File: src/rtl/irig_frame_sequencer.sv
// IRIG-B frame sequencer: acquires lock on the P/Pr marker pair, tracks frame position
// and steers each data bit into the timestamp accumulator, flushing on frame errors.
module irig_frame_sequencer #(
  parameter int TIMEOUT_CYCLES = 150000
) (
  input  logic       clk,
  input  logic       rst_n,
  input  logic       sym_valid,
  input  logic [1:0] sym_type,
  output logic [2:0] ts_select,
  output logic [4:0] bit_idx,
  output logic [1:0] digit_idx,
  output logic       bit_value,
  output logic       ts_finish,
  output logic       ts_valid,
  output logic       locked,
  output logic       frame_err,
  output logic [6:0] frame_pos
);

  localparam int TW = $clog2(TIMEOUT_CYCLES + 1);
  localparam logic [TW-1:0] TIMER_LAST = TW'(TIMEOUT_CYCLES - 1);

  typedef enum logic [1:0] {HUNT = 2'd0, SYNC = 2'd1, LOCKED = 2'd2} state_t;

  state_t        state_r, state_s;
  logic [TW-1:0] timer_r, timer_s;
  logic [6:0]    pos_s, pos_nx_s;
  logic [2:0]    sel_s;
  logic [1:0]    dig_s;
  logic [4:0]    bit_s;
  logic          bv_s, fin_s, valid_s, err_s, flush_s;
  logic          is_mark_s, mark_slot_s, slot_ok_s, timeout_s;
  logic [9:0]    fmap_s;

  // Returns {select, digit, bit} for a frame position; unmapped positions give zero.
  function automatic logic [9:0] field_map(input logic [6:0] p);
    logic [2:0] sel;
    logic [1:0] dig;
    logic [6:0] base;
    sel = 3'd0; dig = 2'd0; base = p;
    if (p >= 7'd1 && p <= 7'd4) begin sel = 3'd1; dig = 2'd0; base = 7'd1; end
    else if (p >= 7'd6  && p <= 7'd8)  begin sel = 3'd1; dig = 2'd1; base = 7'd6;  end
    else if (p >= 7'd10 && p <= 7'd13) begin sel = 3'd2; dig = 2'd0; base = 7'd10; end
    else if (p >= 7'd15 && p <= 7'd17) begin sel = 3'd2; dig = 2'd1; base = 7'd15; end
    else if (p >= 7'd20 && p <= 7'd23) begin sel = 3'd3; dig = 2'd0; base = 7'd20; end
    else if (p >= 7'd25 && p <= 7'd26) begin sel = 3'd3; dig = 2'd1; base = 7'd25; end
    else if (p >= 7'd30 && p <= 7'd33) begin sel = 3'd4; dig = 2'd0; base = 7'd30; end
    else if (p >= 7'd35 && p <= 7'd38) begin sel = 3'd4; dig = 2'd1; base = 7'd35; end
    else if (p >= 7'd40 && p <= 7'd41) begin sel = 3'd4; dig = 2'd2; base = 7'd40; end
    else if (p >= 7'd50 && p <= 7'd53) begin sel = 3'd5; dig = 2'd0; base = 7'd50; end
    else if (p >= 7'd55 && p <= 7'd58) begin sel = 3'd5; dig = 2'd1; base = 7'd55; end
    else if (p >= 7'd80 && p <= 7'd88) begin sel = 3'd6; dig = 2'd0; base = 7'd80; end
    // sec_day continues past the P8 marker at 89, so bit 9 sits at position 90
    else if (p >= 7'd90 && p <= 7'd97) begin sel = 3'd6; dig = 2'd0; base = 7'd81; end
    else begin sel = 3'd0; dig = 2'd0; base = p; end
    return {sel, dig, 5'(p - base)};
  endfunction

  assign is_mark_s   = (sym_type == 2'd2);
  assign pos_nx_s    = (frame_pos == 7'd99) ? 7'd0 : frame_pos + 7'd1;
  assign mark_slot_s = (pos_nx_s == 7'd0) || ((pos_nx_s % 7'd10) == 7'd9);
  assign slot_ok_s   = mark_slot_s ? is_mark_s : !sym_type[1];
  assign timeout_s   = !sym_valid && (state_r != HUNT) && (timer_r == TIMER_LAST);
  assign fmap_s      = field_map(pos_nx_s);

  // Next-state, timer and next-output decode.
  always_comb begin
    state_s = state_r;
    pos_s   = frame_pos;
    sel_s   = 3'd0;
    dig_s   = 2'd0;
    bit_s   = 5'd0;
    bv_s    = 1'b0;
    fin_s   = 1'b0;
    err_s   = 1'b0;
    valid_s = ts_valid;
    flush_s = 1'b0;
    if (sym_valid) begin
      timer_s = {TW{1'b0}};
    end else if (state_r != HUNT && timer_r != TIMER_LAST) begin
      timer_s = timer_r + TW'(1);
    end else begin
      timer_s = timer_r;
    end
    case (state_r)
      HUNT: begin
        if (sym_valid && is_mark_s) state_s = SYNC;
        else state_s = HUNT;
      end
      SYNC: begin
        if (sym_valid) begin
          if (is_mark_s) begin
            state_s = LOCKED;
            pos_s   = 7'd0;
          end else begin
            state_s = HUNT;
          end
        end else if (timeout_s) begin
          state_s = HUNT;
        end else begin
          state_s = SYNC;
        end
      end
      LOCKED: begin
        if (sym_valid) begin
          if (slot_ok_s) begin
            pos_s                 = pos_nx_s;
            {sel_s, dig_s, bit_s} = fmap_s;
            bv_s                  = sym_type[0] && (fmap_s[9:7] != 3'd0);
            if (pos_nx_s == 7'd99) begin
              fin_s   = 1'b1;
              valid_s = 1'b1;
            end else begin
              fin_s = 1'b0;
            end
          end else begin
            flush_s = 1'b1;
          end
        end else if (timeout_s) begin
          flush_s = 1'b1;
        end else begin
          flush_s = 1'b0;
        end
      end
      default: begin
        state_s = HUNT;
        pos_s   = 7'd0;
      end
    endcase
    if (flush_s) begin
      state_s = HUNT;
      pos_s   = 7'd0;
      err_s   = 1'b1;
      fin_s   = 1'b1;
      valid_s = 1'b0;
    end else begin
      err_s = 1'b0;
    end
  end

  // State, timer and registered outputs.
  always_ff @(posedge clk or negedge rst_n) begin
    if (!rst_n) begin
      state_r   <= HUNT;
      timer_r   <= {TW{1'b0}};
      frame_pos <= 7'd0;
      locked    <= 1'b0;
      ts_select <= 3'd0;
      digit_idx <= 2'd0;
      bit_idx   <= 5'd0;
      bit_value <= 1'b0;
      ts_finish <= 1'b0;
      ts_valid  <= 1'b0;
      frame_err <= 1'b0;
    end else begin
      state_r   <= state_s;
      timer_r   <= timer_s;
      frame_pos <= pos_s;
      locked    <= (state_s == LOCKED);
      ts_select <= sel_s;
      digit_idx <= dig_s;
      bit_idx   <= bit_s;
      bit_value <= bv_s;
      ts_finish <= fin_s;
      ts_valid  <= valid_s;
      frame_err <= err_s;
    end
  end

endmodule

File: config.mk
export PLATFORM = sky130hd
export DESIGN_NAME = irig_frame_sequencer
export DESIGN_NICKNAME = d
export VERILOG_FILES = /design/src/rtl/irig_frame_sequencer.sv
export SDC_FILE = /design/constraint.sdc
export NUM_CORES = 1
export LEC_CHECK = 0
export BUFFER_PORTS_ARGS = -buffer_cell sky130_fd_sc_hd__buf_2
export CELL_PAD_IN_SITES_DETAIL_PLACEMENT = 0
export CELL_PAD_IN_SITES_GLOBAL_PLACEMENT = 1
export CORE_ASPECT_RATIO = 0.5
export CORE_MARGIN = 2
export CORE_UTILIZATION = 35
export DETAILED_ROUTE_END_ITERATION = 12
export PLACE_DENSITY = 0.71
export SLEW_MARGIN = 20
export SYNTH_ARGS = -nofsm -noshare
export SYNTH_HDL_FRONTEND = slang
export SYNTH_SLANG_ARGS = --single-unit
File: constraint.sdc
create_clock -name clk -period 8.9 [get_ports clk]
set_input_delay 0.89 -clock clk [delete_from_list [all_inputs] [get_ports clk]]
set_output_delay 0.89 -clock clk [all_outputs]
set_load 0.01 [all_outputs]
==> reports/qor.txt <==
FP Rows - 25
DRT iter0 DRCs - 232
Vias in the first global route - 2840
Final Hold Vio Count - 0
Synth top area share - 31.1%
Synth Area in Adders - 5.77%
Port bufs - 26
Total grt overflow - 0
Total CTS buffers - 5
Avg Vias per Cell - 5.34
Total Wirelength - 8670 um
Max cap viols - 0
Post-CTS setup buffer count - 0
Ys Warns - 0
Final slew viol count - 0
Switching Share - 45.0%
Fraction of the cycle the final worst path needs - 60.3%
Slew HR - 38.7%
Achievable Freq - 186 MHz
TritonCTS clock tree - done
# H-tree levels - 2
Placeable Area - 9420 sq um
XOR/XNOR share of the synthesized area - 7.21%
Die width - 143 um
Initial antenna violation count - 0
Area fraction in compound gates after synthesis - 18.8%
Largest family of logic cells by synthesized area - simple AND/OR/NAND/NOR gates
NetSw - 0.000416 W
Share of layout cells above drive strength 1 - 14.8%
DR DRC count - 0
Type of destination of the critical path - register
IO Count - 27
ANT cells - 0
Critical path arrival - 5.52 ns
Mux cell area share after synthesis - 3.59%
Startpoint Class - register
Starting Density - 35.9%
Outcome - finished clean
Placed Cells incl. Taps - 552
GRT Total Usage - 17.4%
Worst Path Max Fanout - 20
Nets - 444
Non-Filler Instances - 560
Yosys top cell by area - dfrtp_1
WS Path Type - register to register
Gate power share - 52.3%
Lkg Pwr - 1.54 nW
Clock skew - 0.00751 ns
Cell-internal power - 0.000509 W
First-pass GRT wire length - 14600 um
Die area - 10500 sq um
Synth cell types - 72
Synthesized area - 3380 sq um
Largest net degree at the start of global routing - 43
Longest Clk Path Bufs - 2
Via count - 2992
Post-Syn Area per Cell - 8.27 sq um
Slew @ Worst Pin - 0.919 ns
Worst VDD drop - 0.0753 mV
# clock sinks - 42
Clock slew at reported path FFs - 0.07 ns
Mapped Nets - 429
Synth-to-Final Area Change - 10.4%
Setup violations, final - 0
CTS Root Cell - clkbuf_16
1st-pass router iterations - 4
EDFF count, synth - 0
Share of the yosys chip area belonging to registers - 31.1%
Critical Path RT - 9.05 ns
Post-Synth Simple-Gate Area - 28.9%
Yosys reg bits - 42
Final min period - 5.37 ns
Worst-Skew Late Latency - 0.29 ns
WL/cell - 15.5 um
Synthesized instance count - 409
Top cells by area, synth - dfrtp_1 31%, nor2_1 6.3%, ha_1 5.2%
HP Class - register to register
PD cells - 248 nW/um^2
ANT nets after route - 0
Hold buffers post-CTS - 0
GPL Wtd Cong - 0.903
Synth async-reset ratio - 100%
RSZ-0062 raised after global routing - false
Clock power frac - 20.3%
Top FF cell, synth - dfrtp_1
Final TNS setup - 0 ns
Post_cts resized - 0
Die H - 73.5 um
Sequential share of power - 27.4%
Detailed placer's ending HPWL - 6380 um
==> synthesized netlist by cell type, types with 3 or more instances <==
master,n
a211oi_1,6
a21o_1,4
a21oi_1,21
a22oi_1,4
a31oi_1,8
and2_1,5
and3_1,4
buf_2,7
clkbuf_1,6
dfrtp_1,42
ha_1,14
inv_1,14
mux2_2,3
mux2i_1,5
nand2_1,37
nand2b_1,5
nand3_1,15
nand4_1,8
nor2_1,57
nor2b_1,4
nor3_1,18
nor4_1,6
o21ai_0,21
o31ai_1,4
or2_2,4
or3_1,6
xnor2_1,13
xor2_1,13
==> sequential cells by signal (all words and copies together), names as in the netlist <==
signal and count:
state_r 2, bit_idx 5, digit_idx 2, frame_err 1
ts_finish 1, bit_value 1, timer_r 18, locked 1
ts_select 3, frame_pos 7, ts_valid 1
==> area by class of cell <==
| cell class | instances | area (sq um) |
|---|---|---|
| clock inverters | 3 | 28.8 |
| well taps | 135 | 169 |
| fillers | 1002 | 5680 |
| flip-flops and latches | 42 | 1050 |
| repair buffers | 26 | 130 |
| clock buffers | 5 | 125 |
| multi-input cells | 333 | 2170 |
| inverters | 16 | 60.1 |
==> metrics by stage <==
| stage | power, W | area [sq um] | utilization (%) | hold slack (ns) | setup slack [ns] |
|---|---|---|---|---|---|
| after floorplan | 0.000623 | 3380 | - | 0.472 | 4.68 |
| after global placement | 0.000743 | 3580 | 38.0 | 0.509 | 3.61 |
| after detailed placement | 0.000736 | 3580 | 38.0 | 0.510 | 3.62 |
| after CTS | 0.000926 | 3740 | 39.7 | 0.519 | 3.62 |
| after global routing | 0.000997 | 3740 | 39.7 | 0.581 | 3.13 |
| final | 0.000926 | 3740 | 39.7 | 0.525 | 3.53 |
==> cells in the final DEF (no fill, tap or decap), types with 2 or more instances in the layout <==
cell	count
a211o_1	2
a211oi_1	6
a21o_1	4
a21oi_1	21
a22oi_1	4
a2bb2oi_1	2
a31o_2	2
a31oi_1	8
and2_1	5
and3_1	4
buf_2	26
clkbuf_16	5
dfrtp_1	42
ha_1	14
inv_1	14
inv_2	2
mux2_2	3
mux2i_1	5
nand2_1	37
nand2b_1	5
nand3_1	15
nand4_1	8
nand4b_1	2
nor2_1	57
nor2b_1	4
nor3_1	18
nor4_1	6
nor4b_1	2
o211ai_1	2
o21ai_0	21
o31ai_1	4
or2_2	4
or3_1	6
or3b_2	2
or4_1	2
xnor2_1	13
xor2_1	13
==> layer usage <==
layer	global-route usage (%)	vias to the layer above	routed length [um]
li1	-	1508	-
met4	3.41	0	61
met3	2.41	5	327
met2	27.2	55	3670
met5	0	-	0
met1	25.8	1424	4610
==> path summary, 6_finish.rpt <==
check | startpoint | end | slack (ns) | cells past startpoint
max | frame_pos[0] | bit_idx[4] | 3.53 | 17
min | state_r[1] | state_r[0] | 0.52 | 1
max reg2reg | frame_pos[0] | bit_idx[4] | 3.53 | 17
min reg2reg | state_r[1] | state_r[0] | 0.52 | 1
max in group asynchronous | rst_n | timer_r[8] | 7.58 | 1
min in group asynchronous | rst_n | locked | 0.72 | 1
==> power by group through the flow <==
stage / sequential (W) / clock [W] / combinational [W]
floorplan: 0.000229 / 0 / 0.000394
detailed placement: 0.000257 / 0 / 0.000479
CTS: 0.000253 / 0.000192 / 0.000481
global route: 0.000259 / 0.000201 / 0.000536
global placement: 0.000257 / 0 / 0.000486
finish: 0.000253 / 0.000188 / 0.000484
==> critical path: stages, from the launching register on <==
cell      delay (ns)
dfrtp_1         0.72
ha_1            0.51
nand2b_1        0.14
o21ai_2         0.71
mux2_2          0.43
nor4_1          0.57
inv_1           0.13
a31oi_1         0.21
o21ai_0         0.13
a41o_1          0.24
a31o_2          0.24
ha_1            0.21
fa_1            0.42
inv_1           0.07
a21o_1          0.11
a21oi_1         0.07
xnor2_1         0.23
nor2_1          0.07
==> cell families after synthesis <==
logic type      Yosys count
buf+inv                  34
compound gates           92
fa+ha+maj                15
xor+xnor                 27
flops                    42
mux                      10
simple gates            189
(Power assumes the default switching activity.)
